File: config.mk
export PLATFORM = sky130hd
export DESIGN_NAME = bus_transfer_unit_flat
export DESIGN_NICKNAME = d
export VERILOG_FILES = /design/src/rtl/bus_xfer_pkg.sv /design/src/rtl/bus_transfer_unit_if.sv /design/src/rtl/dest_decoder_4to16.sv /design/src/rtl/bus_transfer_unit.sv /design/src/flat_wrapper.sv
export SDC_FILE = /design/constraint.sdc
export NUM_CORES = 1
export LEC_CHECK = 0
export CAP_MARGIN = 20
export CORE_MARGIN = 5
export CORE_UTILIZATION = 42
export DETAILED_ROUTE_END_ITERATION = 10
export PLACE_DENSITY = 0.83
export SLEW_MARGIN = 20
export SYNTH_ARGS = -nofsm -noshare
export SYNTH_HDL_FRONTEND = slang
export SYNTH_SLANG_ARGS = --single-unit
File: constraint.sdc
create_clock -name clk -period 1.6 [get_ports clk]
set_input_delay 0.16 -clock clk [delete_from_list [all_inputs] [get_ports clk]]
set_output_delay 0.16 -clock clk [all_outputs]
set_load 0.03 [all_outputs]
File: src/rtl/bus_xfer_pkg.sv
// Shared definitions for the internal-bus transfer sequencer: widths and
// the four-state transfer sequence.
package bus_xfer_pkg;

  localparam int DATA_W   = 19;
  localparam int NUM_DEST = 16;
  localparam int SEL_W    = 4;

  typedef enum logic [1:0] {
    IDLE    = 2'd0,
    SELECT  = 2'd1,
    CAPTURE = 2'd2,
    WRITE   = 2'd3
  } state_e;

endpackage

File: src/rtl/bus_transfer_unit_if.sv
// Request handshake, mux select, bus landing and register-write signals.
// The requester/bench side uses master; the sequencer uses slave.
interface bus_transfer_unit_if;
  import bus_xfer_pkg::*;

  logic                req_valid;
  logic                req_ready;
  logic [SEL_W-1:0]    req_src;
  logic [SEL_W-1:0]    req_dst;
  logic                s3;
  logic                s2;
  logic                s1;
  logic                s0;
  logic [DATA_W-1:0]   bus_in;
  logic [DATA_W-1:0]   wr_data;
  logic [NUM_DEST-1:0] wr_en;
  logic                done;
  logic                err;
  logic                busy;

  modport master (
    output req_valid, req_src, req_dst, bus_in,
    input  req_ready, s3, s2, s1, s0, wr_data, wr_en, done, err, busy
  );

  modport slave (
    input  req_valid, req_src, req_dst, bus_in,
    output req_ready, s3, s2, s1, s0, wr_data, wr_en, done, err, busy
  );

endinterface

File: src/rtl/dest_decoder_4to16.sv
// Turns a destination index into a one-hot write strobe; all zeros when
// not enabled.
module dest_decoder_4to16
  import bus_xfer_pkg::*;
(
  input  logic [SEL_W-1:0]    idx_i,
  input  logic                en_i,
  output logic [NUM_DEST-1:0] onehot_o
);

  // Set only the bit named by the index, and only when enabled.
  always_comb begin
    onehot_o = '0;
    if (en_i) begin
      onehot_o[idx_i] = 1'b1;
    end
  end

endmodule

File: src/rtl/bus_transfer_unit.sv
// Sequencer for the 19-bit internal bus: accepts a src/dst request, drives
// the 16:1 mux select, captures the bus and strobes the destination register.
// Optional feature: BUS_XFER_PROTECT_EN makes destination 0 a read-only zero
// register (write suppressed, err pulsed alongside done).
module bus_transfer_unit
  import bus_xfer_pkg::*;
(
  input  logic                clk,
  input  logic                rst_n,
  bus_transfer_unit_if.slave  bus
);

  state_e              state_q, state_d;
  logic [SEL_W-1:0]    sel_q, sel_d;
  logic [SEL_W-1:0]    dst_q, dst_d;
  logic [DATA_W-1:0]   wr_data_q, wr_data_d;
  logic [NUM_DEST-1:0] wr_en_q, wr_en_d;
  logic                done_q, done_d;
  logic [NUM_DEST-1:0] dec_onehot;
  logic                accept;
  logic                protect_hit;

  assign accept = bus.req_valid && (state_q == IDLE);

`ifdef BUS_XFER_PROTECT_EN
  logic err_q, err_d;
  assign protect_hit = (dst_q == '0);
`else
  assign protect_hit = 1'b0;
`endif

  // The strobe for the latched destination, suppressed for the protected register.
  dest_decoder_4to16 u_dest_decoder (
    .idx_i    (dst_q),
    .en_i     ((state_q == CAPTURE) && !protect_hit),
    .onehot_o (dec_onehot)
  );

  // State register: reset aborts any transfer in flight.
  always_ff @(posedge clk or negedge rst_n) begin
    if (!rst_n) begin
      state_q <= IDLE;
    end else begin
      state_q <= state_d;
    end
  end

  // Next state: fixed four-step walk once a request is accepted.
  always_comb begin
    state_d = state_q;
    case (state_q)
      IDLE:    if (accept) state_d = SELECT;
      SELECT:  state_d = CAPTURE;
      CAPTURE: state_d = WRITE;
      WRITE:   state_d = IDLE;
      default: state_d = IDLE;
    endcase
  end

  // Output next-values: latch request at accept, capture bus and build strobe leaving CAPTURE.
  always_comb begin
    sel_d     = sel_q;
    dst_d     = dst_q;
    wr_data_d = wr_data_q;
    wr_en_d   = '0;
    done_d    = 1'b0;
    if (accept) begin
      sel_d = bus.req_src;
      dst_d = bus.req_dst;
    end
    if (state_q == CAPTURE) begin
      wr_data_d = bus.bus_in;
      wr_en_d   = dec_onehot;
      done_d    = 1'b1;
    end
  end

  // Registered outputs; reset clears the strobe so an aborted transfer never writes.
  always_ff @(posedge clk or negedge rst_n) begin
    if (!rst_n) begin
      sel_q     <= '0;
      dst_q     <= '0;
      wr_data_q <= '0;
      wr_en_q   <= '0;
      done_q    <= 1'b0;
    end else begin
      sel_q     <= sel_d;
      dst_q     <= dst_d;
      wr_data_q <= wr_data_d;
      wr_en_q   <= wr_en_d;
      done_q    <= done_d;
    end
  end

`ifdef BUS_XFER_PROTECT_EN
  // Rejection flag pulses together with done for a write to the zero register.
  always_comb begin
    err_d = (state_q == CAPTURE) && protect_hit;
  end

  // Rejection flag register.
  always_ff @(posedge clk or negedge rst_n) begin
    if (!rst_n) begin
      err_q <= 1'b0;
    end else begin
      err_q <= err_d;
    end
  end

  assign bus.err = err_q;
`else
  assign bus.err = 1'b0;
`endif

  assign bus.req_ready = (state_q == IDLE);
  assign bus.busy      = (state_q != IDLE);
  assign {bus.s3, bus.s2, bus.s1, bus.s0} = sel_q;
  assign bus.wr_data   = wr_data_q;
  assign bus.wr_en     = wr_en_q;
  assign bus.done      = done_q;

endmodule

File: src/flat_wrapper.sv
// flat-port wrapper written by rule: the top's interface ports become plain ports
module bus_transfer_unit_flat import bus_xfer_pkg::*;
  (clk, rst_n, bus_req_valid, bus_req_src, bus_req_dst, bus_bus_in, bus_req_ready, bus_s3, bus_s2, bus_s1, bus_s0, bus_wr_data, bus_wr_en, bus_done, bus_err, bus_busy);
  bus_transfer_unit_if bus_i ();
  input  logic clk;
  input  logic rst_n;
  input wire logic [$bits(bus_i.req_valid)-1:0] bus_req_valid;
  input wire logic [$bits(bus_i.req_src)-1:0] bus_req_src;
  input wire logic [$bits(bus_i.req_dst)-1:0] bus_req_dst;
  input wire logic [$bits(bus_i.bus_in)-1:0] bus_bus_in;
  output wire logic [$bits(bus_i.req_ready)-1:0] bus_req_ready;
  output wire logic [$bits(bus_i.s3)-1:0] bus_s3;
  output wire logic [$bits(bus_i.s2)-1:0] bus_s2;
  output wire logic [$bits(bus_i.s1)-1:0] bus_s1;
  output wire logic [$bits(bus_i.s0)-1:0] bus_s0;
  output wire logic [$bits(bus_i.wr_data)-1:0] bus_wr_data;
  output wire logic [$bits(bus_i.wr_en)-1:0] bus_wr_en;
  output wire logic [$bits(bus_i.done)-1:0] bus_done;
  output wire logic [$bits(bus_i.err)-1:0] bus_err;
  output wire logic [$bits(bus_i.busy)-1:0] bus_busy;
  assign bus_i.req_valid = bus_req_valid;
  assign bus_i.req_src = bus_req_src;
  assign bus_i.req_dst = bus_req_dst;
  assign bus_i.bus_in = bus_bus_in;
  assign bus_req_ready = bus_i.req_ready;
  assign bus_s3 = bus_i.s3;
  assign bus_s2 = bus_i.s2;
  assign bus_s1 = bus_i.s1;
  assign bus_s0 = bus_i.s0;
  assign bus_wr_data = bus_i.wr_data;
  assign bus_wr_en = bus_i.wr_en;
  assign bus_done = bus_i.done;
  assign bus_err = bus_i.err;
  assign bus_busy = bus_i.busy;
  bus_transfer_unit u_core (.clk(clk), .rst_n(rst_n), .bus(bus_i));
endmodule
==> run metrics, run 1 <==
leakage=0.00115 uW; Post-Syn Nets=149; mux share of post-synthesis cell area=20.9%; CP max FO=2; maximum VDD drop=around 0.0014 V; Synth cell types=22; status=finished, final reports clean; most common flop cell mapped by yosys=dfrtp_1; Global Route Usage Sum=15.0%; Reg2Reg Depth=5; NumNets Final=225; Critical-path top delay cell=clkdlybuf4s50_1; Die H=75.6 microns; Area Overhead vs Synth=47.0%; Num CTS Buffers=5; Final setup viols=0; CP max stage delay=0.69 ns; Worst path depth=1; Peak Freq=658 MHz; RR Startpoint=u_core.state_q[0]; Fin. Hold Viols=0; DRC=0; clock tree buffer depth=2; row count=23; area share of fa/ha/maj cells after synthesis=2.08%; Seq pwr share=35.9%; IO Pins=73; Sw Ratio=40.2%; Avg Cell Area, Syn=about 16 sq um; global-route wire length before repair=about 6400 microns; CP startpoint kind=register; CTS tree=yes; H-tree depth=2; CP startpoint=u_core.bus.wr_data[8]; Clock power frac=between 10% and 20%; Met1 Routed Length=1440 microns; Core Box Area=roughly 4100 sq um; uppermost routed layer=met4; gr ovfl total=0; number of flops mapped to enable cells by yosys=0; Buf+Inv Stages, Crit Path=1; PwrDens=between 2000 and 2500 nW/um^2; DIE WIDTH=75.6 microns; cell type with the highest aggregate area in the netlist=dfrtp_1; Comb pwr share=about half; Data arrival, critical path=1.36 ns; Setup TNS Final=0 ns; P_int=3250 uW; vias in the first global route=1292; via count=1154; die area=about 5700 sq um; root buf cell=clkbuf_8; Post-CTS Setup Bufs=0; #FFs+latches synth=46; Switch Pwr=2180 uW; crit path cell chain=clkdlybuf4s50_1; main combinational cell family by area after synthesis=multiplexers; final setup margin=approximately 0.08 ns; Tcrit/Tclk final=95.0%; routed wire length=3970 microns; # port buffers=just over 70; Worst Setup EP=bus_wr_data[8]; Post-Synth XOR/XNOR Area=0%; later-pin clock latency in the skew report=~0.30 ns; initial antenna violation count=0; maxcap violations=0; mapped cell area=1810 sq um; Max Slew Vio Count=0; Synth Area in Simple Gates=9.63%; Compound-Gate Fraction of Synth Area=0%; r2r endpoint=u_core.bus.wr_en[0]; Sink Count=46; Setup CP Type=reg2out; Layout Skew=approximately 0.0052 ns; metal2 WL=~2200 microns; Initial DRT Pass Iterations=6; CTS clk-pin slew, worst paths=0.08 ns; layout cell share with drive strength beyond 1=22.3%; post-synthesis sequential area ratio=63.7%; DRT iter0 DRCs=60; dominant cells by area after synthesis=dfrtp_1 64%, mux2_4 12%, mux2_1 5.0%, mux2_2 3.7%, nor3_2 2.2%; antenna cells=0; Initial Utilization=44.2%; met3 wire len=around 290 microns; largest net degree at the start of global routing=26; Synth top area share=63.7%; routed len/inst=16.3 microns; Syn. warnings=0; synthesized netlist cell count=116; Hold Crit Class=in2async; Placement Setup Slack=0.0470 ns; CP required=1.44 ns; CP endpoint kind=output port; vias per cell=4.75; r2r setup slk=around 0.090 ns; dpl hpwl=3100 microns; Post-synth ARST share=100%; Top delay family on crit path=buffers and inverters; Detail Route Antenna Nets=0; crit path time final=1.52 ns; WHS=0.359 ns; GP Congestion=0.725
[area by class of cell]
class / instances / area (sq um)
inverter: 3 / 11.3
sequential: 46 / 1150
tap: 50 / 62.6
clock buffer: 5 / 68.8
multi-input combinational: 61 / 599
timing repair buffer: 75 / 741
clock inverter: 3 / 21.3
fill: 315 / 1430
[Yosys cell counts (all sizes together) (2+ instances only)]
library cell,count
inv,3
nor4,2
buf,6
dfrtp,46
nand2,3
ha,3
nor2,7
mux2,28
nor3,8
nand3,2
nand2b,3
nand3b,2
[cell families after synthesis]
kind of cell | Yosys count
flops | 46
simple gates | 28
fa+ha+maj | 3
mux | 29
other cells | 1
buf+inv | 9
[placed cells by master, fill, tap and decap left out]
cell / instances
nand2b_1: 3
nand3b_1: 2
ha_1: 3
clkinvlp_4: 1
mux2_2: 6
nand2_2: 2
mux2i_1: 1
clkbuf_2: 2
nand3_1: 2
nor2b_2: 1
mux2_1: 8
dfrtp_1: 46
mux2_4: 14
nor3_1: 4
dlygate4sd3_1: 1
conb_1: 1
clkinv_4: 1
nand2_1: 1
nor2_1: 7
clkinv_2: 1
buf_12: 1
buf_4: 2
nor3_2: 4
nor4_2: 2
inv_1: 3
buf_2: 1
clkbuf_8: 5
clkdlybuf4s50_1: 68
[sequential cells by signal (all words and copies together) (netlist names)]
signal and cells:
u_core.bus.wr_en 16, u_core.bus.done 1, u_core.state_q 2, u_core.dst_q 4
u_core.sel_q 4, u_core.bus.wr_data 19
[through the flow]
step,util [%],std cells,power (uW),area [sq um]
after floorplan,-,116,3740,1810
after global placement,62.6,234,4690,2560
after detailed placement,62.6,234,4810,2560
after CTS,65.0,243,5490,2660
after global routing,65.0,243,5730,2660
final,65.0,243,5440,2660
[power groups by stage]
stage | Clock [uW] | Sequential, uW | Combinational (uW)
after floorplan | 0 | 2540 | 1200
final | 678 | 1950 | 2810
after detailed placement | 0 | 1960 | 2840
after global routing | 751 | 2010 | 2970
after global placement | 0 | 1920 | 2770
after CTS | 697 | 1940 | 2850
[worst min path at each step]
stage	slack, ns	cells after the start	startpoint	end
CTS	0.38	2	rst_n	u_core.bus.wr_data[18]
global route	0.42	2	rst_n	u_core.bus.wr_data[18]
floorplan	-0.14	0	rst_n	u_core.bus.done
detailed placement	0.16	1	rst_n	u_core.bus.wr_data[18]
global placement	0.14	1	rst_n	u_core.bus.wr_data[18]
finish	0.36	2	rst_n	u_core.bus.wr_data[18]
[metal layers]
layer / vias up / track usage, %
li1: 539 / -
met1: 572 / 16.9
met2: 38 / 27.2
met3: 5 / 4.75
met4: 0 / 4.08
met5: - / 0
[timing repair]
action / CTS / global route
gates resized for setup: 3 / 4
hold buffers: 1 / 0
endpoints found under the setup margin: 2 / 3
hold endpoints to repair: 21 / 0
(Power assumes the default switching activity.)
==> inputs of run 2 (changes only) <==
--- a/config.mk
+++ b/config.mk
@@ -7,9 +7,9 @@
 export LEC_CHECK = 0
 export CAP_MARGIN = 20
 export CORE_MARGIN = 5
-export CORE_UTILIZATION = 42
+export CORE_UTILIZATION = 25
 export DETAILED_ROUTE_END_ITERATION = 10
-export PLACE_DENSITY = 0.83
+export PLACE_DENSITY = 0.53
 export SLEW_MARGIN = 20
 export SYNTH_ARGS = -nofsm -noshare
 export SYNTH_HDL_FRONTEND = slang
==> constraint.sdc (replaced) <==
create_clock -name clk -period 1.9 [get_ports clk]
set_input_delay 0.19 -clock clk [delete_from_list [all_inputs] [get_ports clk]]
set_output_delay 0.19 -clock clk [all_outputs]
set_load 0.03 [all_outputs]
==> run metrics, run 2 (synthesis gave the netlist of run 1 again) <==
NumNets Final=224; final instance area=2710 sq um; PwrDens=approximately 1700 nW/um^2; most frequent cells in the layout=68 x clkdlybuf4s50_1, 46 x dfrtp_1, 14 x mux2_4; worst hold stages=2; fin cells=291; routed wire length=3850 microns; max FFs per register=19; Cells after DPL=282; CTS clk-pin slew, worst paths=~0.090 ns; CP max FO=4; vias in the first global route=roughly 1200; Sequential cell area=1150 sq um; Cell Area, Placed=2610 sq um; layout cell share with drive strength beyond 1=20.3%; CTS tree=yes; leakage=0.00115 uW; CP required=1.71 ns; dpl hpwl=2830 microns; Global Route Usage Sum=under 10%; Hold Crit Class=in2reg; largest net degree at the start of global routing=47; total power=4570 uW; global-route wire length before repair=6230 microns; clock tree buffer depth=2; Core Box Area=approximately 7100 sq um; status=finished, final reports clean; final setup margin=0.276 ns; Placement Setup Slack=between 0.3 and 0.4 ns; RSZ-0062 raised after global routing=false; Max Slew Vio Count=0; GP Congestion=approximately 0.65; Initial DRT Pass Iterations=4; Hold Crit Start=bus_req_src[3]; IO Pins=73; CP endpoint kind=output port; maximum VDD drop=0.000627 V; crit path time final=around 1.6 ns; DIE WIDTH=95.0 microns; # port buffers=71; Fin. Hold Viols=0; die area=9030 sq um; later-pin clock latency in the skew report=0.30 ns; commonest non-fill, non-tap cell in the layout=clkdlybuf4s50_1; Tcrit/Tclk final=between 80% and 90%; Area Overhead vs Synth=50.2%; Layout Skew=0.00492 ns; root buf cell=clkbuf_8; antenna cells=0; H-tree depth=2; CP startpoint kind=register; Die H=95.0 microns; gr ovfl total=0; RR Startpoint=u_core.state_q[0]; Data arrival, critical path=1.43 ns; Peak Freq=616 MHz; row count=31; Detail Route Antenna Nets=0; relative slew slack=between 60% and 70%; via count=1137; fill cell count=715; DRT iter0 DRCs=20; Sink Count=46; Setup TNS Final=0 ns; CP startpoint=u_core.state_q[0]; Multi-input gate area=593 sq um; Post-CTS Setup Bufs=0; initial antenna violation count=0; Setup CP Type=reg2out; vias per cell=3.91; maxcap violations=0; routed len/inst=13.2 microns; Initial Utilization=between 20% and 30%; Worst Tran Pin Value=0.568 ns; Num CTS Buffers=5; Final setup viols=0; DRC=0; Reg2Reg Depth=4
-- run 2: stage by stage --
step	util, %	hold slack (ns)
after floorplan	-	-0.106
after global placement	36.6	0.325
after detailed placement	36.6	0.320
after CTS	38.0	0.468
after global routing	38.0	0.474
final	38.0	0.484
-- run 2: what timing repair did --
item | 4_1_cts | 5_1_grt
gates resized for setup | 2 | 0
hold buffers | 1 | 0
setup endpoints to repair | 2 | 0
endpoints found under the hold margin | 46 | 0
-- run 2: metal layers --
| metal | vias to the layer above | routed length, microns | GRT usage [%] |
|---|---|---|---|
| li1 | 535 | - | - |
| met1 | 550 | 1650 | 11.1 |
| met2 | 44 | 1850 | 14.8 |
| met3 | 8 | 304 | 3.87 |
| met4 | 0 | 42 | 2.16 |
| met5 | - | 0 | 0 |
-- run 2: final cells by class --
class                           instances  area share, %
Sequential cell                        46           42.4
Clock inverter                          3          0.922
Tap cell                               99           4.56
Clock buffer                            5           2.54
Timing Repair Buffer                   74           27.3
Multi-Input combinational cell         61           21.9
Inverter                                3          0.415
-- run 2: worst paths after layout --
check / slack (ns) / endpoint
worst max-delay path: 0.28 / bus_req_ready
worst max register to register: 0.52 / u_core.state_q[1]
min in group asynchronous: 0.51 / u_core.bus.wr_en[1]
max in group asynchronous: 1.01 / u_core.sel_q[1]
worst min-delay path: 0.48 / u_core.sel_q[3]
worst min register to register: 0.50 / u_core.sel_q[3]
-- run 2: worst max-delay path, cell delays in order (launching register included) --
cell and delay [ns]:
dfrtp_1 0.37, inv_1 0.11, ha_1 0.23, dlygate4sd2_1 0.42
-- run 2: report_power, final --
part	leakage (uW)	switching, uW	internal [uW]	total (uW)
registers	0.000575	259	1340	1600
clock network	0.0000447	347	266	612
logic	0.000529	1210	1140	2350
==> inputs of run 3 (changes only) <==
--- a/config.mk
+++ b/config.mk
@@ -9,6 +9,7 @@
 export CORE_MARGIN = 5
 export CORE_UTILIZATION = 25
 export DETAILED_ROUTE_END_ITERATION = 10
+export GPL_TIMING_DRIVEN = 0
 export PLACE_DENSITY = 0.53
 export SLEW_MARGIN = 20
 export SYNTH_ARGS = -nofsm -noshare
==> run metrics, run 3 (synthesis gave the netlist of run 1 again) <==
status=finished, final reports clean; Detail Route Antenna Nets=0; P_int=approximately 2900 uW; Util after Layout=38.9%; most frequent cells in the layout=68 x clkdlybuf4s50_1, 46 x dfrtp_1, 14 x mux2_4; commonest non-fill, non-tap cell in the layout=clkdlybuf4s50_1; Switch Pwr=between 1500 and 2000 uW; crit path cell chain=inv_1 -> ha_1 -> dlygate4sd2_1; Hold Crit Class=in2async; DRC=0; Core Box Area=~7100 sq um; # port buffers=between 70 and 80; CP max FO=4; Setup CP Type=reg2out; CP endpoint kind=output port; Comb pwr share=52.2%; Sw Ratio=38.3%; initial antenna violation count=0; Max Slew Vio Count=0; global-route wire length before repair=6200 microns; fin cells=296; Sink Count=46; RR Startpoint=u_core.state_q[0]; leakage=0.00119 uW; fill cell count=714; crit path time final=about 1.6 ns; die area=9030 sq um; NumNets Final=229; Critical-path top delay cell=dlygate4sd2_1; row count=31; antenna cells=0; Global Route Usage Sum=8.87%; routed len/inst=13.1 microns; vias per cell=approximately 4; dpl hpwl=roughly 3000 microns; Data arrival, critical path=approximately 1.4 ns; Num CTS Buffers=5; H-tree depth=2; GP Congestion=about 0.63; Peak Freq=619 MHz; root buf cell=clkbuf_8; final instance area=2780 sq um; Layout Skew=0.00590 ns; clock tree buffer depth=2; Post-CTS Setup Bufs=0; PwrDens=1700 nW/um^2; maximum VDD drop=around 0.00066 V; Initial DRT Pass Iterations=4; Final setup viols=0; CP max stage delay=0.42 ns; largest net degree at the start of global routing=27; max FFs per register=19; Reg2Reg Depth=5; r2r setup slk=0.46 ns; via count=1160; Cells after DPL=287; Area Overhead vs Synth=53.7%; maxcap violations=0; Tcrit/Tclk final=85.1%; CP required=around 1.7 ns; routed wire length=3880 microns; vias in the first global route=1217; Fin. Hold Viols=0; IO Pins=73; layout cell share with drive strength beyond 1=between 20% and 30%; DIE WIDTH=95.0 microns; CTS tree=yes; CTS clk-pin slew, worst paths=0.09 ns; later-pin clock latency in the skew report=0.29 ns; Die H=95.0 microns; r2r endpoint=u_core.bus.wr_data[2]; Clock power frac=between 10% and 20%; gr ovfl total=0; Cell Area, Placed=2660 sq um; RSZ-0062 raised after global routing=false; Seq pwr share=32.6%; Buf+Inv Stages, Crit Path=2; CP startpoint kind=register; Initial Utilization=25.3%; DRT iter0 DRCs=15; Top delay family on crit path=buffers and inverters
## run 3: what timing repair did
item                       in CTS  in global routing
hold endpoints to repair       20                  0
cloned                          0                  0
resized for setup               1                  1
setup endpoints to repair       2                  1
hold buffers                    1                  0
## run 3: worst max-delay path by stage
| stage | start | to | slack, ns | cells past startpoint |
|---|---|---|---|---|
| after floorplan | u_core.state_q[0] | u_core.state_q[1] | 0.37 | 4 |
| after global placement | rst_n | u_core.sel_q[0] | -0.70 | 1 |
| after detailed placement | u_core.state_q[0] | bus_req_ready | 0.30 | 3 |
| after CTS | u_core.state_q[1] | bus_busy | 0.003 | 4 |
| after global routing | u_core.state_q[0] | bus_req_ready | 0.18 | 3 |
| final | u_core.state_q[0] | bus_req_ready | 0.28 | 3 |
## run 3: power by group through the flow
stage	Clock (uW)	Combinational [uW]	Sequential [uW]
CTS	752	2520	1550
floorplan	0	1010	2140
finish	722	2470	1540
global placement	0	2510	1550
global route	789	2610	1600
detailed placement	0	2520	1570
## run 3: area by class of cell
type / count / area [sq um] / area share (%)
clock buffer: 6 / 72.6 / 2.61
buffer: 6 / 51.3 / 1.85
tap: 99 / 124 / 4.46
multi-input combinational: 61 / 593 / 21.4
clock inverter: 2 / 37.5 / 1.35
timing repair buffer: 73 / 737 / 26.5
sequential: 46 / 1150 / 41.4
inverter: 3 / 11.3 / 0.405
## run 3: layer usage
layer	share of wire, %	wire length, microns	global-route usage [%]
met3	7.0	271	3.16
met2	47	1820	14.0
met4	1.1	42	2.52
met1	45	1750	11.5
met5	0	0	0
## run 3: per-stage QoR
| stage | setup TNS (ns) | total power (uW) | hold slack (ns) | setup WS [ns] |
|---|---|---|---|---|
| after CTS | 0 | 4820 | 0.395 | 0.00288 |
| final | 0 | 4730 | 0.380 | 0.284 |
| after global placement | -32.21 | 4060 | 0.479 | -0.702 |
| after global routing | 0 | 5000 | 0.425 | 0.185 |
| after floorplan | 0 | 3150 | -0.106 | 0.371 |
| after detailed placement | 0 | 4090 | 0.179 | 0.304 |
